--- config.mk ---
export PLATFORM = sky130hd
export DESIGN_NAME = shared_match_requester
export DESIGN_NICKNAME = d
export VERILOG_FILES = /design/src/rtl/shared_match_requester.sv
export SDC_FILE = /design/constraint.sdc
export NUM_CORES = 1
export LEC_CHECK = 0
export CAP_MARGIN = 20
export CORE_MARGIN = 5
export CORE_UTILIZATION = 33
export CTS_BUF_LIST = sky130_fd_sc_hd__clkbuf_16
export DETAILED_ROUTE_END_ITERATION = 12
export GPL_ROUTABILITY_DRIVEN = 0
export GPL_TIMING_DRIVEN = 0
export PLACE_DENSITY = 0.76
export RECOVER_POWER = 100
export SLEW_MARGIN = 20
export SYNTH_ARGS = -nofsm -noshare
export SYNTH_HDL_FRONTEND = slang
export SYNTH_SLANG_ARGS = --single-unit
--- constraint.sdc ---
create_clock -name clk -period 2 [get_ports clk]
set_clock_uncertainty 0.15 [all_clocks]
set_input_delay 0.3 -clock clk [delete_from_list [all_inputs] [get_ports clk]]
set_output_delay 0.3 -clock clk [all_outputs]
set_load 0.01 [all_outputs]
--- src/rtl/shared_match_requester.sv ---
// Shared-match requester: issues one match request per lazy slot of a job PE
// over the mesh, collects the tagged responses in any order, and presents the
// full batch of match lengths once every slot has answered.

`ifndef ADDR_WIDTH
`define ADDR_WIDTH 16
`endif
`ifndef LAZY_LEN
`define LAZY_LEN 4
`endif
`ifndef LAZY_LEN_LOG2
`define LAZY_LEN_LOG2 2
`endif
`ifndef MATCH_LEN_WIDTH
`define MATCH_LEN_WIDTH 8
`endif
`ifndef NUM_JOB_PE_LOG2
`define NUM_JOB_PE_LOG2 4
`endif
`ifndef MESH_X_SIZE_LOG2
`define MESH_X_SIZE_LOG2 2
`endif
`ifndef MESH_Y_SIZE_LOG2
`define MESH_Y_SIZE_LOG2 2
`endif
`ifndef SHARED_MATCH_PE_SLICE_SIZE_LOG2
`define SHARED_MATCH_PE_SLICE_SIZE_LOG2 10
`endif
`ifndef MESH_W
`define MESH_W 64
`endif

module shared_match_requester #(
  parameter int JOB_PE_IDX = 0
) (
  input  logic                                      clk,
  input  logic                                      rst_n,
  input  logic                                      req_valid,
  output logic                                      req_ready,
  input  logic [`ADDR_WIDTH-1:0]                    req_head_addr,
  input  logic [`ADDR_WIDTH-1:0]                    req_history_addr,
  input  logic [`LAZY_LEN_LOG2-1:0]                 req_lazy_idx,
  output logic                                      to_mesh_valid,
  input  logic                                      to_mesh_ready,
  output logic [`MESH_X_SIZE_LOG2-1:0]              to_mesh_x_dst,
  output logic [`MESH_Y_SIZE_LOG2-1:0]              to_mesh_y_dst,
  output logic [`MESH_W-1:0]                        to_mesh_payload,
  input  logic                                      from_mesh_valid,
  output logic                                      from_mesh_ready,
  input  logic [`MESH_W-1:0]                        from_mesh_payload,
  output logic                                      result_valid,
  input  logic                                      result_ready,
  output logic [`LAZY_LEN*`MATCH_LEN_WIDTH-1:0]     result_match_len,
  output logic                                      protocol_err
);

  localparam int PE_W     = `NUM_JOB_PE_LOG2;
  localparam int IDX_W    = `LAZY_LEN_LOG2;
  localparam int LEN_W    = `MATCH_LEN_WIDTH;
  localparam int TAG_W    = PE_W + IDX_W;
  localparam int REQ_USED = TAG_W + 2 * `ADDR_WIDTH;
  localparam int RSP_USED = LEN_W + TAG_W;
  localparam logic [PE_W-1:0] JOB_PE = JOB_PE_IDX[PE_W-1:0];

  typedef enum logic {COLLECT, DONE} state_t;

  state_t                                state_q, state_d;
  logic [`LAZY_LEN-1:0]                  issued_q, issued_d;
  logic [`LAZY_LEN-1:0]                  resp_q, resp_d;
  logic [`LAZY_LEN-1:0][LEN_W-1:0]       len_q;

  logic                                  req_fire;
  logic                                  flit_taken;
  logic                                  result_fire;
  logic                                  resp_hit;
  logic                                  resp_bad;
  logic [PE_W-1:0]                       slice;
  logic [TAG_W-1:0]                      req_tag;
  logic [`MESH_W-1:0]                    req_payload;
  logic [LEN_W-1:0]                      resp_len;
  logic [IDX_W-1:0]                      resp_idx;
  logic [PE_W-1:0]                       resp_pe;
  logic                                  unused_resp_bits;

  // Request side: destination slice, tag and zero-extended flit payload
  assign slice       = req_history_addr[`SHARED_MATCH_PE_SLICE_SIZE_LOG2 +: PE_W];
  assign req_tag     = {JOB_PE, req_lazy_idx};
  assign req_payload = {{(`MESH_W-REQ_USED){1'b0}}, req_head_addr, req_history_addr, req_tag};

  // Response side: {match_len, tag} packed from the LSB upward
  assign resp_len         = from_mesh_payload[LEN_W-1:0];
  assign resp_idx         = from_mesh_payload[LEN_W +: IDX_W];
  assign resp_pe          = from_mesh_payload[LEN_W+IDX_W +: PE_W];
  assign unused_resp_bits = ^from_mesh_payload[`MESH_W-1:RSP_USED];

  assign from_mesh_ready  = 1'b1;
  assign result_match_len = len_q;
  assign flit_taken       = to_mesh_valid & to_mesh_ready;

  // Handshakes, response screening, mask updates and next state
  always_comb begin
    state_d      = state_q;
    issued_d     = issued_q;
    resp_d       = resp_q;
    req_ready    = (state_q == COLLECT) & ~issued_q[req_lazy_idx] &
                   (~to_mesh_valid | to_mesh_ready);
    req_fire     = req_valid & req_ready;
    result_valid = (state_q == DONE);
    result_fire  = result_valid & result_ready;
    resp_hit     = from_mesh_valid & (resp_pe == JOB_PE) &
                   issued_q[resp_idx] & ~resp_q[resp_idx];
    resp_bad     = from_mesh_valid & ~resp_hit;
    if (req_fire) issued_d[req_lazy_idx] = 1'b1;
    if (resp_hit) resp_d[resp_idx] = 1'b1;
    if (result_fire) begin
      issued_d = '0;
      resp_d   = '0;
    end
    case (state_q)
      COLLECT: if (&resp_d) state_d = DONE;
      DONE:    if (result_fire) state_d = COLLECT;
      default: state_d = COLLECT;
    endcase
  end

  // FSM state and slot masks
  always_ff @(posedge clk or negedge rst_n) begin
    if (!rst_n) begin
      state_q  <= COLLECT;
      issued_q <= '0;
      resp_q   <= '0;
    end else begin
      state_q  <= state_d;
      issued_q <= issued_d;
      resp_q   <= resp_d;
    end
  end

  // Outgoing flit register: loads on accept, clears once the mesh takes it
  always_ff @(posedge clk or negedge rst_n) begin
    if (!rst_n) begin
      to_mesh_valid   <= 1'b0;
      to_mesh_x_dst   <= '0;
      to_mesh_y_dst   <= '0;
      to_mesh_payload <= '0;
    end else if (req_fire) begin
      to_mesh_valid   <= 1'b1;
      to_mesh_x_dst   <= slice[`MESH_X_SIZE_LOG2-1:0];
      to_mesh_y_dst   <= slice[`MESH_X_SIZE_LOG2 +: `MESH_Y_SIZE_LOG2];
      to_mesh_payload <= req_payload;
    end else if (flit_taken) begin
      to_mesh_valid   <= 1'b0;
      to_mesh_x_dst   <= '0;
      to_mesh_y_dst   <= '0;
      to_mesh_payload <= '0;
    end
  end

  // Per-slot match length storage, kept across batch hand-off
  always_ff @(posedge clk or negedge rst_n) begin
    if (!rst_n) begin
      len_q <= '0;
    end else if (resp_hit) begin
      len_q[resp_idx] <= resp_len;
    end
  end

  // Sticky protocol error for any dropped response
  always_ff @(posedge clk or negedge rst_n) begin
    if (!rst_n) begin
      protocol_err <= 1'b0;
    end else if (resp_bad) begin
      protocol_err <= 1'b1;
    end
  end

endmodule

Word-level counts from Yosys, hierarchy flattened

Cells that the tools add are included.

Latch bits: 0
Memory bits (writable): 0
Memories: 0
Output and inout bits: 105
Bits in read-only memories: 0
Register bits after elaboration: 111
Input bits: 104

Eq/ne operators: 0
Multipliers: 0
Mux-type cells: 27
Shift-type cells: 0
$add $sub $neg: 0
Bitwise gates (word level): 17
Reductions and logical operators: 6
Div/mod/pow operators: 0
Magnitude comparators: 4

Operator list:

| operator                                             | count |
|---|---|
| two-way mux 64 bit                                   | 2 |
| bitwise mux 32 bit                                   | 1 |
| demux 8 bit (select 2 bit)                           | 1 |
| two-way mux 4 bit                                    | 4 |
| AND 1 bit                                            | 9 |
| two-way mux 1 bit                                    | 9 |
| two-way mux 8 bit                                    | 1 |
| bitwise OR 4 bit                                     | 2 |
| binary-select mux 1 bit (select 2 bit)               | 3 |
| < comparator 2 x 3 -> 1 bit (second input constant)  | 2 |
| two-way mux 2 bit                                    | 3 |
| NOT 1 bit                                            | 5 |
| demux 1 bit (select 2 bit)                           | 2 |
| >= comparator 2 x 1 -> 1 bit (second input constant) | 2 |
| zero test 4 bit                                      | 1 |
| AND reduction 4 bit                                  | 1 |
| nonzero test 2 bit                                   | 2 |
| logical AND 1 bit                                    | 2 |
| case mux 1 bit (2 select lines)                      | 1 |
| bitwise OR 1 bit                                     | 1 |

Depth between registers and ports, before layout

Gate-level depths: netlist (run 1).

Word-level depth: 10
Mapped depth: 6
Gate-level depth less buffers: 4

Worst setup path before layout (run 1)

No wires, ideal clock.

Kind: register to register
From: register issued_q[3]
To: register to_mesh_payload[25]
Stages on the path, launching flop included: 5
Data required time: 1716 ps
Path slack: 58 ps
Clock period less this slack: 1942 ps
Path buffers: 1
Setup time: 134 ps
Arrival: 1658 ps
Path through: dfrtp_1 > mux4_2 > nor4b_4 > clkbuf_1 > o21ai_0

Cells in the longest elaborated chain, start to end: 7
Elaborated cells between the ends (all ways): 8
Classes of those cells: 3 x mux; 4 x bitwise; 1 x reduce/logical

RTL lines:

| what                                                            | line | source |
|---|---|---|
| start: declaration                                              | 68   | `` logic [`LAZY_LEN-1:0] issued_q, issued_d; `` |
| start signal: assignment                                        | 134  | `issued_q <= issued_d;` |
| binary-select mux 1 bit (select 2 bit) (*)                      | 105  | `req_ready = (state_q == COLLECT) & ~issued_q[req_lazy_idx] &` |
| two-way mux 1 bit (not written as such) (*)                     | 105  |  |
| NOT 1 bit (*)                                                   | 105  |  |
| AND 1 bit (*) (2 in series)                                     | 105  |  |
| AND 1 bit (*)                                                   | 107  | `req_fire = req_valid & req_ready;` |
| two-way mux 64 bit / nonzero test 2 bit (equally long branches) | --   |  |
| end signal: assignment                                          | 150  | `to_mesh_payload <= req_payload;` |
| end: declaration                                                | 47   | `` output logic [`MESH_W-1:0] to_mesh_payload, `` |

Every way passes the cells marked *; elsewhere a longest branch is shown, timed or not. The select of a mux whose other input is x is not followed.
A chain may end at the register's enable or synchronous reset.

Final worst setup path (run 1)

From: register issued_q[3]
To: register issued_q[2]

Cells in the longest elaborated chain, start to end: 7

RTL lines:

| what                                    | line |
|---|---|
| binary-select mux 1 bit (select 2 bit)  | 105 |
| two-way mux 1 bit (not written as such) | 105 |
| NOT 1 bit                               | 105 |
| AND 1 bit (2 in series)                 | 105 |
| AND 1 bit                               | 107 |
| nonzero test 2 bit (no source line)     | -- |

No other way between the ends. The select of a mux whose other input is x is not followed.

==> impl_metrics.ini, run 1 <==
[layout]
drive_above_1_share = 0.245
fin_nets = 593
diodes = 0
fin_area_um2 = 5440
regArea_um2 = 1930
multiInputGateArea_um2 = 1270
fillers = 913
area_growth_pct = 61.0

[job]
max-cap-violations = 0

[floorplanning]
die_h_um = 111
core_region_area_um2 = 10100
ioPinCount = 209
die_width_um = 111
start_util = 0.333
die_area_um2 = 12400
rows = 37

[critical_path]
arrival_ns = 2.12
critPathLaunchType = flop
end_kind = flop
critPathMaxStageDelay_ns = 0.50
path_common_cell = buf_6
worstSetupPathType = reg2reg
crit_slowest_cell = mux4_2
crit_fanout = 6
path_cells = mux4_2, buf_6, nor4b_4, buf_6, buf_6, nand2_4, o21ai_2
cp.required_ns = 2.10
r2r_start = issued_q[3]
critPathLaunch = issued_q[3]

[sta]
fin_crit_ns = 2.02
drv_slew = 0
clock.fmax_ghz = 0.495
period_share = 1.01
worst_pin_slew_ns = 0.934
rsz0062_at_grt = yes
setup_slack_ns = -0.0216
finalHoldViolCount = 0
setup_violations = 3
slew_headroom = 0.377

[global_route]
grt.total_usage = 0.142
grt_max_degree = 43
grt_pass1_vias = 2844
overflow = 0
grt_pass1_wl_mm = 14.4
antenna_found_initial = 0

[logic_synthesis]
synthFlopType = dfrtp_1
yosysTopAreaCell = dfrtp_1
syn_inst = 307
ys_seq_area_frac = 0.571
netlist_area_um2 = 3380
synth_top_cell_area_share = 0.571
yosys.cell_types.count = 35
async_reset_ff_frac = 1.00
synth_edf_count = 0
synthTopCellsByArea = dfrtp_1 (57%), mux2_2 (11%), nand2_1 (8.4%)
ys_ff_latch = 77
synth_warnings = 0
postSynthAreaPerCell_um2 = 11.0

[routing]
drt_iter0_markers = 86
vias = 2752
first_pass_iters = 4
wl_per_cell_um = 14.1
drc_errors = 0
totalWireLength_mm = 8.86
vias_per_cell = 4.37
ant_nets = 0

[place]
io_buffers = 126
placed_area_um2 = 4930
dp_hpwl_mm = 6.64

[power_and_ir_drop]
p_leak_nw = 2.69
vdd_drop_max_uv = 639
p_total_w = 0.00635
power_density_nw_per_um2 = 1170

[hold_path]
min_from = req_lazy_idx[0]
hold_class = in2reg

[clocking]
cts_tree = yes
ctsHtreeMaxLevel = 3
clock_path_buffers = 2
cts_made_buffers = 9
clkTransAtPathRegs_ns = 0.06
root_buffer = clkbuf_16
cts_sinks = 77
insertion_delay_ns = 0.32

[outcome]
violations = setup timing
status = finished, violations left
power breakdown:
group / internal, W / switching (W)
Sequential: 0.00206 / 0.000283
Combinational: 0.00130 / 0.00110
Clock: 0.000970 / 0.000632
final cells by class:
class | count | area share
clock buffers | 9 | 0.0414
plain buffers | 48 | 0.0704
flip-flops and latches | 77 | 0.354
inverters | 3 | 0.00207
multi-input cells | 208 | 0.234
well taps | 136 | 0.0313
repair buffers | 142 | 0.253
clock inverters | 7 | 0.0136
worst max-delay path, delay by kind of cell, from the launching register on:
family,cells,cell delay (ns)
muxes,1,0.50
AOI/OAI and AO/OA,1,0.13
buffers and inverters,3,0.48
DFF,1,0.39
and+or+nand+nor,2,0.30
cells by family (layout without fill, tap and decap cells):
| logic type | after synthesis | after routing | synth area share |
|---|---|---|---|
| compound gates | 50 | 50 | 0.0867 |
| buf+inv | 51 | 209 | 0.0974 |
| flops | 77 | 77 | 0.571 |
| mux | 33 | 33 | 0.113 |
| other cells | 2 | 31 | 0.00222 |
| simple gates | 94 | 94 | 0.130 |
cells in the final DEF (no fill, tap or decap), types with 2 or more instances in the layout:
| cell type | Yosys | layout |
|---|---|---|
| dlymetal6s2s_1 | 0 | 2 |
| nor3_2 | 1 | 2 |
| mux2_2 | 32 | 32 |
| o21ai_2 | 0 | 2 |
| clkbuf_2 | 0 | 3 |
| nand2_1 | 76 | 75 |
| a32o_1 | 2 | 2 |
| inv_1 | 3 | 3 |
| dfrtp_1 | 77 | 77 |
| o21ai_0 | 34 | 14 |
| buf_4 | 35 | 45 |
| buf_8 | 0 | 4 |
| clkbuf_1 | 8 | 6 |
| dlygate4sd3_1 | 0 | 75 |
| clkdlybuf4s50_1 | 0 | 45 |
| clkbuf_16 | 0 | 9 |
| dlygate4sd2_1 | 0 | 3 |
| clkinv_4 | 0 | 3 |
| conb_1 | 2 | 31 |
| o21ai_1 | 2 | 20 |
| buf_6 | 0 | 6 |
| nor2b_1 | 4 | 4 |
| a21oi_1 | 3 | 3 |
registers in the layout, summed over array words and instances, names as in the netlist:
register and cells:
to_mesh_y_dst 1, to_mesh_x_dst 1, issued_q 4, resp_q 4, result_valid 1, protocol_err 1, result_match_len 32, to_mesh_payload 32
to_mesh_valid 1
synth_stat cells (2+ instances only):
cell,count
a21oi_1,3
a32o_1,2
buf_2,5
buf_4,35
clkbuf_1,8
conb_1,2
dfrtp_1,77
inv_1,3
mux2_2,32
nand2_1,76
nor2_1,2
nor2b_1,4
o21ai_0,34
o21ai_1,2
o32ai_1,2
worst paths after layout:
kind                       slack [ns]                   to  cells after the start
setup / recovery                -0.02          issued_q[2]                      7
hold / removal                   0.27          issued_q[2]                      2
setup reg to reg                -0.02          issued_q[2]                      7
hold reg to reg                  0.32         protocol_err                      1
max in group asynchronous        0.32  to_mesh_payload[26]                      3
min in group asynchronous        0.51  result_match_len[5]                      2
stage by stage:
stage                     std cells  hold slack [ns]   util  setup TNS (ns)  setup slack, ns
after floorplan                 336           -0.146      -               0           0.0581
after global placement          598            0.300  0.485         -213.16            -2.12
after detailed placement        599            0.146  0.487          -53.01           -0.866
after CTS                       628            0.260  0.536           -1.16          -0.0817
after global routing            630            0.291  0.536           -3.12           -0.114
final                           630            0.265  0.536         -0.0388          -0.0216
metal layers:
metal  global-route usage  share of wire  vias to the layer above
met5                    0              0                        -
met1                0.173           0.41                     1302
met4               0.0373         0.0074                        0
li1                     -              -                     1337
met3               0.0622          0.097                        6
met2                0.229           0.48                      107
timing repair:
action / in CTS / in global routing
pin swaps: 6 / 3
cloned: 2 / 1
setup buffers: 10 / 1
hold buffers: 1 / 0
gates resized for setup: 36 / 38
hold endpoints to repair: 35 / 0
setup endpoints to repair: 72 / 72
(Power assumes the default switching activity.)
==> inputs of run 2 (changes only) <==
--- a/config.mk
+++ b/config.mk
@@ -12,7 +12,7 @@
 export DETAILED_ROUTE_END_ITERATION = 12
 export GPL_ROUTABILITY_DRIVEN = 0
 export GPL_TIMING_DRIVEN = 0
-export PLACE_DENSITY = 0.76
+export PLACE_DENSITY = 0.86
 export RECOVER_POWER = 100
 export SLEW_MARGIN = 20
 export SYNTH_ARGS = -nofsm -noshare
==> constraint.sdc (replaced) <==
create_clock -name clk -period 2 [get_ports clk]
set_clock_uncertainty 0.15 [all_clocks]
set_input_delay 0.4 -clock clk [delete_from_list [all_inputs] [get_ports clk]]
set_output_delay 0.4 -clock clk [all_outputs]
set_load 0.01 [all_outputs]
==> impl_metrics.ini, run 2 (synthesized netlist as in run 1, its figures left out) <==
[outcome]
status = finished, violations left
violations = setup timing

[power_and_ir_drop]
power_density_nw_per_um2 = 1180
p_total_w = 0.00645
vdd_drop_max_uv = 803
p_leak_nw = 2.67

[floorplanning]
die_h_um = 111
ioPinCount = 209
die_area_um2 = 12400
rows = 37
core_region_area_um2 = 10100
start_util = 0.333
die_width_um = 111

[clocking]
cts_sinks = 77
clock_path_buffers = 2
ctsHtreeMaxLevel = 3
cts_made_buffers = 9
root_buffer = clkbuf_16
clkTransAtPathRegs_ns = 0.06
cts_tree = yes
insertion_delay_ns = 0.32

[place]
dpl.cell_count = 599
placed_area_um2 = 4930
dp_hpwl_mm = 6.72
io_buffers = 126

[global_route]
grt_pass1_wl_mm = 14.4
antenna_found_initial = 0
grt_pass1_vias = 2892
grt_max_degree = 44
overflow = 0
grt.total_usage = 0.142

[routing]
wl_per_cell_um = 13.9
vias_per_cell = 4.45
first_pass_iters = 4
vias = 2802
totalWireLength_mm = 8.76
drc_errors = 0
ant_nets = 0
drt_iter0_markers = 118

[sta]
worst_pin_slew_ns = 0.869
period_share = 1.03
setup_violations = 6
clock.fmax_ghz = 0.485
fin_crit_ns = 2.06
setup_tns_ns = -0.0944
slew_headroom = 0.420
drv_slew = 0
rsz0062_at_grt = yes
setup_slack_ns = -0.0634
finalHoldViolCount = 0

[critical_path]
rrSetupSlack_ns = -0.01
arrival_ns = 1.51
r2r_start = issued_q[1]
critPathCapture = req_ready
critPathLaunch = issued_q[1]
worstSetupPathType = reg2out
reg2reg_to = to_mesh_payload[31]
end_kind = output port
rr_worst_depth = 5
crit_fanout = 2
cp.required_ns = 1.45
critPathLaunchType = flop

[layout]
regArea_um2 = 1930
layout_common_cells = dfrtp_1 (77), nand2_1 (76), dlygate4sd3_1 (68)
final_common_cell = dfrtp_1
fin_util = 0.538
multiInputGateArea_um2 = 1260
fin_area_um2 = 5450
instances_no_fill = 630
diodes = 0
fin_nets = 593
area_growth_pct = 61.4
drive_above_1_share = 0.237
fillers = 883

[job]
max-cap-violations = 0

[hold_path]
hold_class = in2reg
-- run 2: changes by cell type in the layout (fill, tap and decap cells not counted), sizes merged, moves of 2 or more --
| cell | previous run | this run |
|---|---|---|
| clkbuf | 18 | 26 |
| buf | 56 | 49 |
| dlygate4sd3 | 75 | 68 |
| clkdlybuf4s50 | 45 | 50 |
| clkinv | 5 | 2 |
| bufinv | 1 | 3 |
| dlygate4sd2 | 3 | 5 |
-- run 2: worst max-delay path, cell delays in order (launching register included) --
cell and delay (ns):
dfrtp_1 0.39, mux4_2 0.52, nor3_2 0.13, buf_4 0.15
-- run 2: per-layer routing --
| metal | vias to the layer above | GRT usage | part of all wire |
|---|---|---|---|
| met3 | 15 | 0.0688 | 0.11 |
| met4 | 0 | 0.0479 | 0.016 |
| li1 | 1336 | - | - |
| met5 | - | 0 | 0 |
| met2 | 122 | 0.234 | 0.48 |
| met1 | 1329 | 0.160 | 0.40 |
-- run 2: layout make-up --
type | instances | area share
sequential | 77 | 0.354
tap | 136 | 0.0312
timing repair buffer | 142 | 0.257
inverter | 3 | 0.00207
buffer | 48 | 0.0629
clock inverter | 7 | 0.0195
clock buffer | 9 | 0.0413
multi-input combinational | 208 | 0.232
-- run 2: worst min-delay path by stage --
stage	slack [ns]	from	to	depth (start not counted)
2_1_floorplan	-0.05	rst_n	issued_q[0]	0
3_3_place_gp	0.30	protocol_err	protocol_err	1
3_5_place_dp	0.23	rst_n	to_mesh_payload[7]	1
4_1_cts	0.32	protocol_err	protocol_err	1
5_1_grt	0.25	req_lazy_idx[1]	issued_q[2]	3
6_report	0.22	req_lazy_idx[1]	issued_q[2]	3
-- run 2: stage by stage --
stage	setup slack [ns]	hold WS, ns
2_1_floorplan	-0.0377	-0.0456
3_3_place_gp	-2.16	0.296
3_5_place_dp	-0.969	0.234
4_1_cts	-0.0977	0.321
5_1_grt	-0.116	0.247
6_report	-0.0634	0.216
-- run 2: timing repair --
| action | 4_1_cts | 5_1_grt |
|---|---|---|
| hold endpoints to repair | 34 | 0 |
| setup buffers | 13 | 1 |
| pin swaps | 8 | 2 |
| hold buffers | 1 | 0 |
| endpoints found under the setup margin | 73 | 37 |
| resized for setup | 23 | 16 |
-- run 2: power by group --
part	switching [W]	leakage [nW]	total (W)	internal [W]
Clock	0.000599	0.169	0.00180	0.00120
Sequential	0.000288	0.998	0.00235	0.00206
Combinational	0.00107	1.50	0.00230	0.00123
==> inputs of run 3 (changes only) <==
--- a/config.mk
+++ b/config.mk
@@ -7,13 +7,14 @@
 export LEC_CHECK = 0
 export CAP_MARGIN = 20
 export CORE_MARGIN = 5
-export CORE_UTILIZATION = 33
+export CORE_UTILIZATION = 40
 export CTS_BUF_LIST = sky130_fd_sc_hd__clkbuf_16
 export DETAILED_ROUTE_END_ITERATION = 12
 export GPL_ROUTABILITY_DRIVEN = 0
 export GPL_TIMING_DRIVEN = 0
-export PLACE_DENSITY = 0.86
+export PLACE_DENSITY = 0.95
 export RECOVER_POWER = 100
+export REMOVE_ABC_BUFFERS = 1
 export SLEW_MARGIN = 20
 export SYNTH_ARGS = -nofsm -noshare
 export SYNTH_HDL_FRONTEND = slang
==> constraint.sdc (replaced) <==
create_clock -name clk -period 2.6 [get_ports clk]
set_clock_uncertainty 0.15 [all_clocks]
set_input_delay 0.52 -clock clk [delete_from_list [all_inputs] [get_ports clk]]
set_output_delay 0.52 -clock clk [all_outputs]
set_load 0.01 [all_outputs]
==> impl_metrics.ini, run 3 (synthesized netlist as in run 1, its figures left out) <==
[clocking]
insertion_delay_ns = 0.32
cts_tree = yes
clkTransAtPathRegs_ns = 0.06
cts_made_buffers = 9
clock_path_buffers = 2
cts_sinks = 77
root_buffer = clkbuf_16
ctsHtreeMaxLevel = 3

[power_and_ir_drop]
seq_power_share = 0.389
p_int_w = 0.00322
vdd_drop_max_uv = 581
p_total_w = 0.00467
swShare = 0.311
clockPowerShare = 0.279
p_sw_w = 0.00145
power_density_nw_per_um2 = 947
p_leak_nw = 2.35
pwr-share-comb = 0.332

[routing]
totalWireLength_mm = 8.12
drc_errors = 0
ant_nets = 0
drt_iter0_markers = 68
vias = 2606
wl_per_cell_um = 15.0
vias_per_cell = 4.82
first_pass_iters = 4

[sta]
hold_ws_ns = 0.215
period_share = 0.972
clock.fmax_ghz = 0.396
rsz0062_at_grt = no
slew_headroom = 0.312
setup_violations = 0
finalHoldViolCount = 0
fin_crit_ns = 2.53
drv_slew = 0
worst_pin_slew_ns = 1.03

[critical_path]
end_kind = flop
worstSetupPathType = in2reg
crit_slowest_cell = nor2b_2
path_cells = clkdlybuf4s50_1, nor4_4, and4_1, nor2b_2, mux2_2
critPathLaunchType = primary input
critPathMaxStageDelay_ns = 0.49
crit_fanout = 8
cp.required_ns = 2.65
arrival_ns = 2.58

[global_route]
antenna_found_initial = 0
grt_max_degree = 45
grt_pass1_wl_mm = 13.0
grt_pass1_vias = 2666
overflow = 0
grt.total_usage = 0.159

[hold_path]
hold_class = in2async

[layout]
fin_nets = 535
final_common_cell = dfrtp_1
area_growth_pct = 46.1
diodes = 0
layout_common_cells = dfrtp_1 (77), nand2_1 (75), dlygate4sd3_1 (74)
drive_above_1_share = 0.144
fillers = 663

[place]
dp_hpwl_mm = 6.20
io_buffers = 127

[floorplanning]
core_region_area_um2 = 8220
rows = 33
die_area_um2 = 10400
start_util = 0.411
die_width_um = 102
ioPinCount = 209
die_h_um = 102

[outcome]
status = completed

[job]
max-cap-violations = 0
run 3: layer usage:
metal / global-route usage / wire length, µm / up-vias
li1: - / - / 1224
met1: 0.191 / 3180 / 1249
met2: 0.261 / 3880 / 122
met3: 0.0608 / 944 / 11
met4: 0.0626 / 118 / 0
met5: 0 / 0 / -
run 3: final timing paths:
path	from	endpoint	slack, ns	depth (start not counted)
min in group clk	protocol_err	protocol_err	0.34	1
max in group asynchronous	rst_n	to_mesh_payload[36]	0.67	2
worst max register to register	issued_q[3]	to_mesh_payload[20]	0.25	5
worst min-delay path	rst_n	result_match_len[26]	0.22	1
worst max-delay path	from_mesh_payload[13]	result_match_len[2]	0.07	5
worst min register to register	protocol_err	protocol_err	0.34	1
run 3: metrics by stage:
stage	setup TNS, ns	utilization	setup WS [ns]	std cells	area (µm²)
final	0	0.600	0.0717	541	4930
after detailed placement	-31.01	0.561	-0.834	524	4610
after CTS	0	0.602	0.0618	540	4950
after global placement	-207.18	0.556	-1.77	520	4570
after floorplan	-23.15	-	-0.602	288	3170
after global routing	0	0.600	0.00127	541	4930
run 3: repair_timing:
item,in CTS,in global routing
setup endpoints to repair,45,11
hold buffers,0,0
hold endpoints to repair,0,0
gates resized for setup,11,1
pin swaps,1,1
cloned,0,0
buffers inserted,1,1
run 3: layout make-up:
class,count,area (µm²),share of cell area
timing repair buffer,132,1310,0.266
tap,105,131,0.0266
sequential,77,1930,0.391
multi-input combinational,208,1240,0.251
clock buffer,9,225,0.0457
inverter,3,11.3,0.00228
clock inverter,7,90.1,0.0183
run 3: critical path: cells and delay by family:
kind	cells	cell delay, ns
AND/OR/NAND/NOR	3	1.21
multiplexers	1	0.40
buffers and inverters	1	0.44
run 3: power by group through the flow:
stage	Clock (W)	Sequential [W]	Combinational [W]
5_1_grt	0.00139	0.00188	0.00171
4_1_cts	0.00133	0.00184	0.00173
3_5_place_dp	0	0.00185	0.00172
3_3_place_gp	0	0.00182	0.00165
2_1_floorplan	0	0.00200	0.000481
6_report	0.00130	0.00182	0.00155
